**src/rtl/mem_seq_pkg.sv**
```systemverilog
// Shared types, default sizes and expected-pattern helper for the RAM sequencer.
package mem_seq_pkg;

    localparam int unsigned DEPTH_DEF = 16;
    localparam int unsigned AW_DEF    = 4;
    localparam int unsigned DW_DEF    = 4;

    typedef enum logic [2:0] {
        S_IDLE,
        S_WRITE,
        S_READ,
        S_WAIT,
        S_DONE
    } state_t;

    // Ramp pattern value for a location; callers truncate to their data width.
    function automatic logic [31:0] exp_val(input logic [31:0] a, input logic [31:0] s);
        return a + s;
    endfunction

endpackage

```
**src/rtl/mem_seq_cmp.sv**
```systemverilog
// Read-back checker: aligns the expected value with the 1-cycle RAM latency and counts mismatches.
module mem_seq_cmp
    import mem_seq_pkg::*;
#(
    parameter int unsigned AW = AW_DEF,
    parameter int unsigned DW = DW_DEF
) (
    input  logic          clk,
    input  logic          rst_n,
    input  logic          i_clr,
    input  logic          i_re,
    input  logic [AW-1:0] i_addr,
    input  logic [DW-1:0] i_seed,
    input  logic [DW-1:0] i_rdata,
    output logic [AW:0]   o_cnt
);

    localparam int unsigned CW = AW + 1;

    logic          r_re_q;
    logic [DW-1:0] r_exp;
    logic [AW:0]   r_cnt;
    logic          w_miss;

    assign w_miss = r_re_q && (i_rdata != r_exp);

    // Delay re/expected alongside the RAM read and accumulate mismatches.
    always_ff @(posedge clk) begin
        if (!rst_n) begin
            r_re_q <= 1'b0;
            r_exp  <= '0;
            r_cnt  <= '0;
        end else begin
            r_re_q <= i_re;
            r_exp  <= DW'(exp_val(32'(i_addr), 32'(i_seed)));
            if (i_clr) begin
                r_cnt <= '0;
            end else if (w_miss) begin
                r_cnt <= r_cnt + CW'(1);
            end
        end
    end

    assign o_cnt = r_cnt;

endmodule

```
**src/rtl/mem_seq_ctrl.sv**
```systemverilog
// Write-ramp / read-compare sequencer owning a single-port synchronous RAM while busy.
module mem_seq_ctrl
    import mem_seq_pkg::*;
#(
    parameter int unsigned DEPTH = DEPTH_DEF,
    parameter int unsigned AW    = AW_DEF,
    parameter int unsigned DW    = DW_DEF
) (
    input  logic          clk,
    input  logic          rst_n,
    input  logic          start,
    input  logic          abort,
    input  logic [DW-1:0] seed,
    output logic [AW-1:0] addr,
    output logic [DW-1:0] wdata,
    output logic          we,
    output logic          re,
    input  logic [DW-1:0] rdata,
    output logic          busy,
    output logic          done,
    output logic          pass,
    output logic [AW:0]   err_cnt
);

    localparam logic [AW-1:0] ADDR_LAST = AW'(DEPTH - 1);

    state_t        r_state;
    logic [AW-1:0] r_addr;
    logic [DW-1:0] r_wdata;
    logic          r_we;
    logic          r_re;
    logic          r_busy;
    logic          r_done;
    logic          r_pass;
    logic [AW:0]   r_err_cnt;
    logic [DW-1:0] r_seed_q;

    state_t        w_state_d;
    logic [AW-1:0] w_addr_d;
    logic [AW-1:0] w_addr_inc;
    logic [DW-1:0] w_wdata_d;
    logic          w_we_d;
    logic          w_re_d;
    logic          w_busy_d;
    logic          w_done_d;
    logic [DW-1:0] w_seed_d;
    logic          w_clr;
    logic          w_load;
    logic [AW:0]   w_cnt;

    assign w_addr_inc = r_addr + AW'(1);

    // Next state and next registered outputs; outputs describe the state being entered.
    always_comb begin
        w_state_d = r_state;
        w_addr_d  = '0;
        w_wdata_d = '0;
        w_we_d    = 1'b0;
        w_re_d    = 1'b0;
        w_busy_d  = 1'b0;
        w_done_d  = 1'b0;
        w_seed_d  = r_seed_q;
        w_clr     = 1'b0;
        w_load    = 1'b0;
        case (r_state)
            S_IDLE: begin
                if (start && !abort) begin
                    w_state_d = S_WRITE;
                    w_seed_d  = seed;
                    w_clr     = 1'b1;
                    w_we_d    = 1'b1;
                    w_busy_d  = 1'b1;
                    w_wdata_d = DW'(exp_val(32'd0, 32'(seed)));
                end
            end
            S_WRITE: begin
                if (abort) begin
                    w_state_d = S_IDLE;
                end else if (r_addr == ADDR_LAST) begin
                    w_state_d = S_READ;
                    w_re_d    = 1'b1;
                    w_busy_d  = 1'b1;
                end else begin
                    w_addr_d  = w_addr_inc;
                    w_we_d    = 1'b1;
                    w_busy_d  = 1'b1;
                    w_wdata_d = DW'(exp_val(32'(w_addr_inc), 32'(r_seed_q)));
                end
            end
            S_READ: begin
                if (abort) begin
                    w_state_d = S_IDLE;
                end else if (r_addr == ADDR_LAST) begin
                    w_state_d = S_WAIT;
                    w_busy_d  = 1'b1;
                end else begin
                    w_addr_d = w_addr_inc;
                    w_re_d   = 1'b1;
                    w_busy_d = 1'b1;
                end
            end
            S_WAIT: begin
                if (abort) begin
                    w_state_d = S_IDLE;
                end else begin
                    w_state_d = S_DONE;
                    w_done_d  = 1'b1;
                end
            end
            S_DONE: begin
                // Last compare has landed in the counter by now; publish unless aborted.
                w_state_d = S_IDLE;
                w_load    = !abort;
            end
            default: begin
                w_state_d = S_IDLE;
            end
        endcase
    end

    // State, output and result registers.
    always_ff @(posedge clk) begin
        if (!rst_n) begin
            r_state   <= S_IDLE;
            r_addr    <= '0;
            r_wdata   <= '0;
            r_we      <= 1'b0;
            r_re      <= 1'b0;
            r_busy    <= 1'b0;
            r_done    <= 1'b0;
            r_pass    <= 1'b0;
            r_err_cnt <= '0;
            r_seed_q  <= '0;
        end else begin
            r_state  <= w_state_d;
            r_addr   <= w_addr_d;
            r_wdata  <= w_wdata_d;
            r_we     <= w_we_d;
            r_re     <= w_re_d;
            r_busy   <= w_busy_d;
            r_done   <= w_done_d;
            r_seed_q <= w_seed_d;
            if (w_load) begin
                r_err_cnt <= w_cnt;
                r_pass    <= (w_cnt == '0);
            end
        end
    end

    mem_seq_cmp #(
        .AW (AW),
        .DW (DW)
    ) u_cmp (
        .clk     (clk),
        .rst_n   (rst_n),
        .i_clr   (w_clr),
        .i_re    (r_re),
        .i_addr  (r_addr),
        .i_seed  (r_seed_q),
        .i_rdata (rdata),
        .o_cnt   (w_cnt)
    );

    assign addr    = r_addr;
    assign wdata   = r_wdata;
    assign we      = r_we;
    assign re      = r_re;
    assign busy    = r_busy;
    assign done    = r_done;
    assign pass    = r_pass;
    assign err_cnt = r_err_cnt;

endmodule
```
**config.mk**
```make
export PLATFORM = sky130hd
export DESIGN_NAME = mem_seq_ctrl
export DESIGN_NICKNAME = d
export VERILOG_FILES = /design/src/rtl/mem_seq_pkg.sv /design/src/rtl/mem_seq_cmp.sv /design/src/rtl/mem_seq_ctrl.sv
export SDC_FILE = /design/constraint.sdc
export NUM_CORES = 1
export LEC_CHECK = 0
export BUFFER_PORTS_ARGS = -buffer_cell sky130_fd_sc_hd__buf_2
export CAP_MARGIN = 20
export CORE_MARGIN = 3
export CORE_UTILIZATION = 30
export CTS_CLUSTER_DIAMETER = 120
export DETAILED_ROUTE_END_ITERATION = 8
export PLACE_DENSITY_LB_ADDON = 0.08
export SETUP_SLACK_MARGIN = 0.4
export SLEW_MARGIN = 30
export SYNTH_ARGS = -nofsm -noshare
export SYNTH_HDL_FRONTEND = slang
export SYNTH_SLANG_ARGS = --single-unit
```
**constraint.sdc**
```tcl
create_clock -name clk -period 1.8 [get_ports clk]
set_input_delay 0.36 -clock clk [delete_from_list [all_inputs] [get_ports clk]]
set_output_delay 0.36 -clock clk [all_outputs]
set_load 0.03 [all_outputs]
```
---- After elaboration in Yosys (flattened, before gate mapping) ----
Cells that the tools add are included.
operators by class
  reduce and logical (&&, ||, !) cells .... 11
  $add $sub $neg .......................... 4
  equal/unequal tests ..................... 9
  bitwise operators ....................... 2
  muxes and demuxes ....................... 22
operators by type and width
  kind                                                              number
  3-bit 2-to-1 mux                                                  6
  4-bit 2-to-1 mux                                                  3
  3-bit one-hot mux with 4 select lines                             1
  4-bit adder                                                       2
  1-bit 2-to-1 mux                                                  8
  4-bit one-hot mux with 2 select lines                             1
  3-bit by 2-bit == test with 1-bit output (second input constant)  2
  3-bit != test (second input constant)                             2
  1-bit one-hot mux with 2 select lines                             3
  5-bit by 1-bit adder with 5-bit output (second input constant)    1
  5-bit logical NOT                                                 1
  4-bit by 1-bit adder with 4-bit output (second input constant)    1
  4-bit == test (second input constant)                             1
  4-bit != test                                                     1
  2-bit AND reduction                                               2
  2-bit OR reduction                                                2
  4-bit OR reduction                                                1
  3-bit by 1-bit == test with 1-bit output (second input constant)  1
  3-bit == test (second input constant)                             1
  3-bit logical NOT                                                 1
  3-bit AND reduction                                               1
  1-bit logical AND                                                 2
  2-bit != test (second input constant)                             1
  1-bit inverter                                                    2
  1-bit logical NOT                                                 1
storage, ports and cells
  input bits .............................. 12
  output and inout bits ................... 18
  logic and storage cells ................. 61
  bits in registers ....................... 35

---- Depth between registers and ports, before layout ----
  word-level depth ........................ 5
  mapped depth ............................ 7
  mapped depth without buffers ............ 7

---- Hierarchy ----
From an unflattened synthesis, not the netlist that was laid out.
second synthesis, totals
  cell total of the unflattened synthesis .. 165
  area total of the unflattened synthesis .. 1601.5 um^2
modules (own cells, without submodules)
  module        seq. area each (um^2)  cells an instance  times used  area each (um^2)
  mem_seq_ctrl  500.5                  116                1           1092.3
  mem_seq_cmp   200.2                  49                 1           509.2

---- Least setup slack after synthesis ----
Ideal clock, no wire load.
  path type ............................... register to register
  from .................................... register r_addr[0], in the netlist addr[0]
  to ...................................... register r_wdata[3], in the netlist wdata[3]
  stages on the path, launching flop included .. 7
  path buffers ............................ 0
  data required time ...................... 1.726 ns
  period minus slack after synthesis ...... 1.747 ns
  arrival time ............................ 1.673 ns
  path slack .............................. 0.053 ns
  setup time .............................. 0.074 ns
  path through ............................ dfxtp_1 > ha_1 > xor2_1 > ha_1 > a21oi_1 > nand4_1 > a31oi_1
on the way
  word-level cells in the longest chain between the ends .. 5
  elaborated cells on any way between the ends .. 6
RTL lines
  what                                    RTL line             RTL
  from (decl)                             mem_seq_ctrl.sv:28   logic [AW-1:0] r_addr;
  from (signal assigned)                  mem_seq_ctrl.sv:136  r_addr <= w_addr_d;
  4-bit by 1-bit adder with 4-bit output  mem_seq_ctrl.sv:51   assign w_addr_inc = r_addr + AW'(1);
  via w_addr_inc[2]                       mem_seq_ctrl.sv:40   logic [AW-1:0] w_addr_inc;
  4-bit adder                             mem_seq_pkg.sv:18    return a + s;
  4-bit 2-to-1 mux                        mem_seq_ctrl.sv:79   end else if (r_addr == ADDR_LAST) begin
  4-bit 2-to-1 mux                        mem_seq_ctrl.sv:77   if (abort) begin
  4-bit one-hot mux with 2 select lines   mem_seq_ctrl.sv:65   case (r_state)
  to (signal assigned)                    mem_seq_ctrl.sv:137  r_wdata <= w_wdata_d;
  to (decl)                               mem_seq_ctrl.sv:29   logic [DW-1:0] r_wdata;
The timed path passes the listed nets, and every way through them passes these cells.
A chain may end at the register's enable or synchronous reset.

---- Final worst setup path ----
  from .................................... register r_addr[0], in the netlist addr[0]
  to ...................................... register r_wdata[2], in the netlist wdata[2]
Same word-level chain as after synthesis.

==> qor.yml <==
clock_tree:
  cts_tree: "yes"
  clk_path_buf_depth: 2
  ctsHoldBuffers: 0
  clk_pin_slew_worst_paths_ns: 0.06
  cts_root_buffer: "clkbuf_8"
  cts_buffers: 5
  cts_sinks: 35
  clk_latency_ns: 0.28
  cts_max_level: 2
synth:
  async_flop_share_pct: 0
  ys_ff_latch: 35
  ys_types: 40
  synth_area_um2: 1600
  syn_inst: 162
  synth.most_common_cell: "dfxtp_1"
  synth_area_leaders: "dfxtp_1, ha_1, mux2i_1"
  yosysTopAreaCell: "dfxtp_1"
  yosysSeqAreaShare_pct: 43.9
  syn_area_per_cell_um2: 9.86
  synth_edf_count: 0
  syn_nets: 185
  netlist.area_leader.share_pct: 43.9
  synth_warnings: 0
  synthTopCellsByCount: "dfxtp_1, nand2_1, nor2b_1"
  ys.flop_type: "dfxtp_1"
job:
  cap_violations: 0
sta:
  slew_violations: 0
  fmax_mhz: 704
  max_slew_margin_pct: 79.3
  tns_ns: 0
  setup_viol: 0
  worst_slew_pin_slew_ns: 0.303
  rsz0062_at_grt: "yes"
  skew_ns: 0.00307
  hold-worst-slack_ns: 0.353
  fin_crit_sh_pct: 78.9
  min_period_ns: 1.42
  hold_viol: 0
critical_path:
  arrival_ns: 1.64
  cp.required_ns: 2.02
  endpoint_kind: "register"
  path_max_fanout: 4
  path_class: "reg -> reg"
  r2r_slack_ns: 0.38
  cp-start-kind: "register"
hold_path:
  hold_path_class: "in -> reg"
routing:
  wl_per_cell_um: 13.3
  viasPerCell: 4.63
  drc: 0
  via_count: 1242
  drtIter0Drc: 47
  wl_um: 3570
  antenna_left: 0
  drt_pre_antenna_iters: 4
placed_design:
  dp_cells: 255
  dpl.hpwl_um: 2630
  routabilityCongestion: 0.755
  port_buffers: 29
floorplan:
  io_pins: 30
  die-height_um: 79.0
  fp-row-count: 25
  core_area_um2: 4940
  initial_utilization_pct: 32.3
  die_area_um2: 6230
  die_w_um: 79.0
layout:
  diodes: 0
  syn_to_final_growth_pct: 33.5
  post-route-util_pct: 43.1
  fin_nets: 224
  drive_gt1_share_pct: 42.8
  finalNonFillerCells: 268
global_routing:
  antenna_found_initial: 0
  grt_util_all_layers_pct: 12.7
  grt.overflow.total: 0
  grt_first_pass_wirelength_um: 6030
  grt_pass1_vias: 1224
  grt_max_degree: 19
power_and_ir_drop:
  swShare_pct: 23.6
  p_int_w: 0.00114
  powerDensity_nw_per_um2: 700
  switchingPower_w: 0.000352
  max-vdd-ir-drop_uv: 238
  pwr-share-comb_pct: 8.5
  p_clk_share_pct: 37.7
  p_leak_nw: 0.850
  seqPwrFrac_pct: 53.8
outcome:
  status: "completed"
## power groups by stage
stage / combinational, W / sequential (W) / clock, W
floorplan: 0.0000627 / 0.000824 / 0
global placement: 0.000108 / 0.000817 / 0
detailed placement: 0.000109 / 0.000817 / 0
CTS: 0.000122 / 0.000801 / 0.000598
global route: 0.000140 / 0.000805 / 0.000624
finish: 0.000127 / 0.000803 / 0.000563
## what timing repair did
item                       CTS  global route
setup endpoints to repair   11            19
resized for setup           18            20
pin swaps                   16             8
buffers inserted             5             1
## registers in the layout, summed over array words and instances, names as in the netlist
name          cells
we                1
r_seed_q          4
addr              4
u_cmp.o_cnt       5
busy              1
done              1
pass              1
r_state           3
wdata             4
u_cmp.r_exp       4
re                1
err_cnt           5
u_cmp.r_re_q      1
## layout by cell type (no fill, tap or decap), types with 3 or more instances in the layout
| master | count |
|---|---|
| dfxtp_2 | 10 |
| a21boi_0 | 4 |
| xor2_2 | 4 |
| ha_1 | 5 |
| ha_4 | 3 |
| xnor2_1 | 3 |
| and2_1 | 3 |
| nand2_1 | 16 |
| clkbuf_8 | 6 |
| nand3_1 | 3 |
| a21oi_1 | 3 |
| dfxtp_1 | 23 |
| mux2i_1 | 7 |
| nor2_1 | 9 |
| a21oi_2 | 5 |
| nor2b_1 | 10 |
| buf_2 | 29 |
| buf_4 | 7 |
| xor2_1 | 3 |
| inv_1 | 8 |
## cell type report
| cell class | instances | area (µm²) |
|---|---|---|
| fill | 515 | 2810 |
| multi-input combinational | 114 | 1000 |
| sequential | 35 | 721 |
| timing repair buffer | 37 | 209 |
| tap | 67 | 83.8 |
| clock buffer | 6 | 82.6 |
| inverter | 8 | 30.0 |
| clock inverter | 1 | 5.00 |
## per-stage QoR
stage	instance area, µm²	setup slack [ns]	total power [W]
floorplan	1630	0.285	0.000887
global placement	1840	0.250	0.000925
detailed placement	1840	0.212	0.000926
CTS	2050	0.284	0.00152
global route	2130	0.300	0.00157
finish	2130	0.380	0.00149
## worst max-delay path, stage by stage, from the launching register on
cell and delay [ns]:
dfxtp_4 0.36, ha_4 0.18, xor2_4 0.16, ha_4 0.30, xor2_1 0.15, nand2_1 0.09
a21oi_2 0.12
## kinds of logic after synthesis
| group | after synthesis | share of synthesized area (%) |
|---|---|---|
| AO/OA/AOI/OAI | 24 | 10.8 |
| multiplexers | 7 | 4.39 |
| XOR/XNOR | 12 | 6.58 |
| AND/OR/NAND/NOR | 60 | 21.3 |
| buffers and inverters | 13 | 3.45 |
| flip-flops | 35 | 43.9 |
| adder cells (fa/ha/maj) | 11 | 9.56 |
## final timing paths
path         startpoint      endpoint  cells after the start
min reg2reg          re  u_cmp.r_re_q                      1
max reg2reg     addr[0]      wdata[2]                      6
max             addr[0]      wdata[2]                      6
min             seed[2]      wdata[2]                      3
## layer usage
layer / GRT usage [%] / share of wire [%]
met4: 6.36 / 2.1
met1: 16.4 / 48
met2: 18.9 / 45
met5: 0 / 0
met3: 4.20 / 4.6
(Power assumes the default switching activity.)
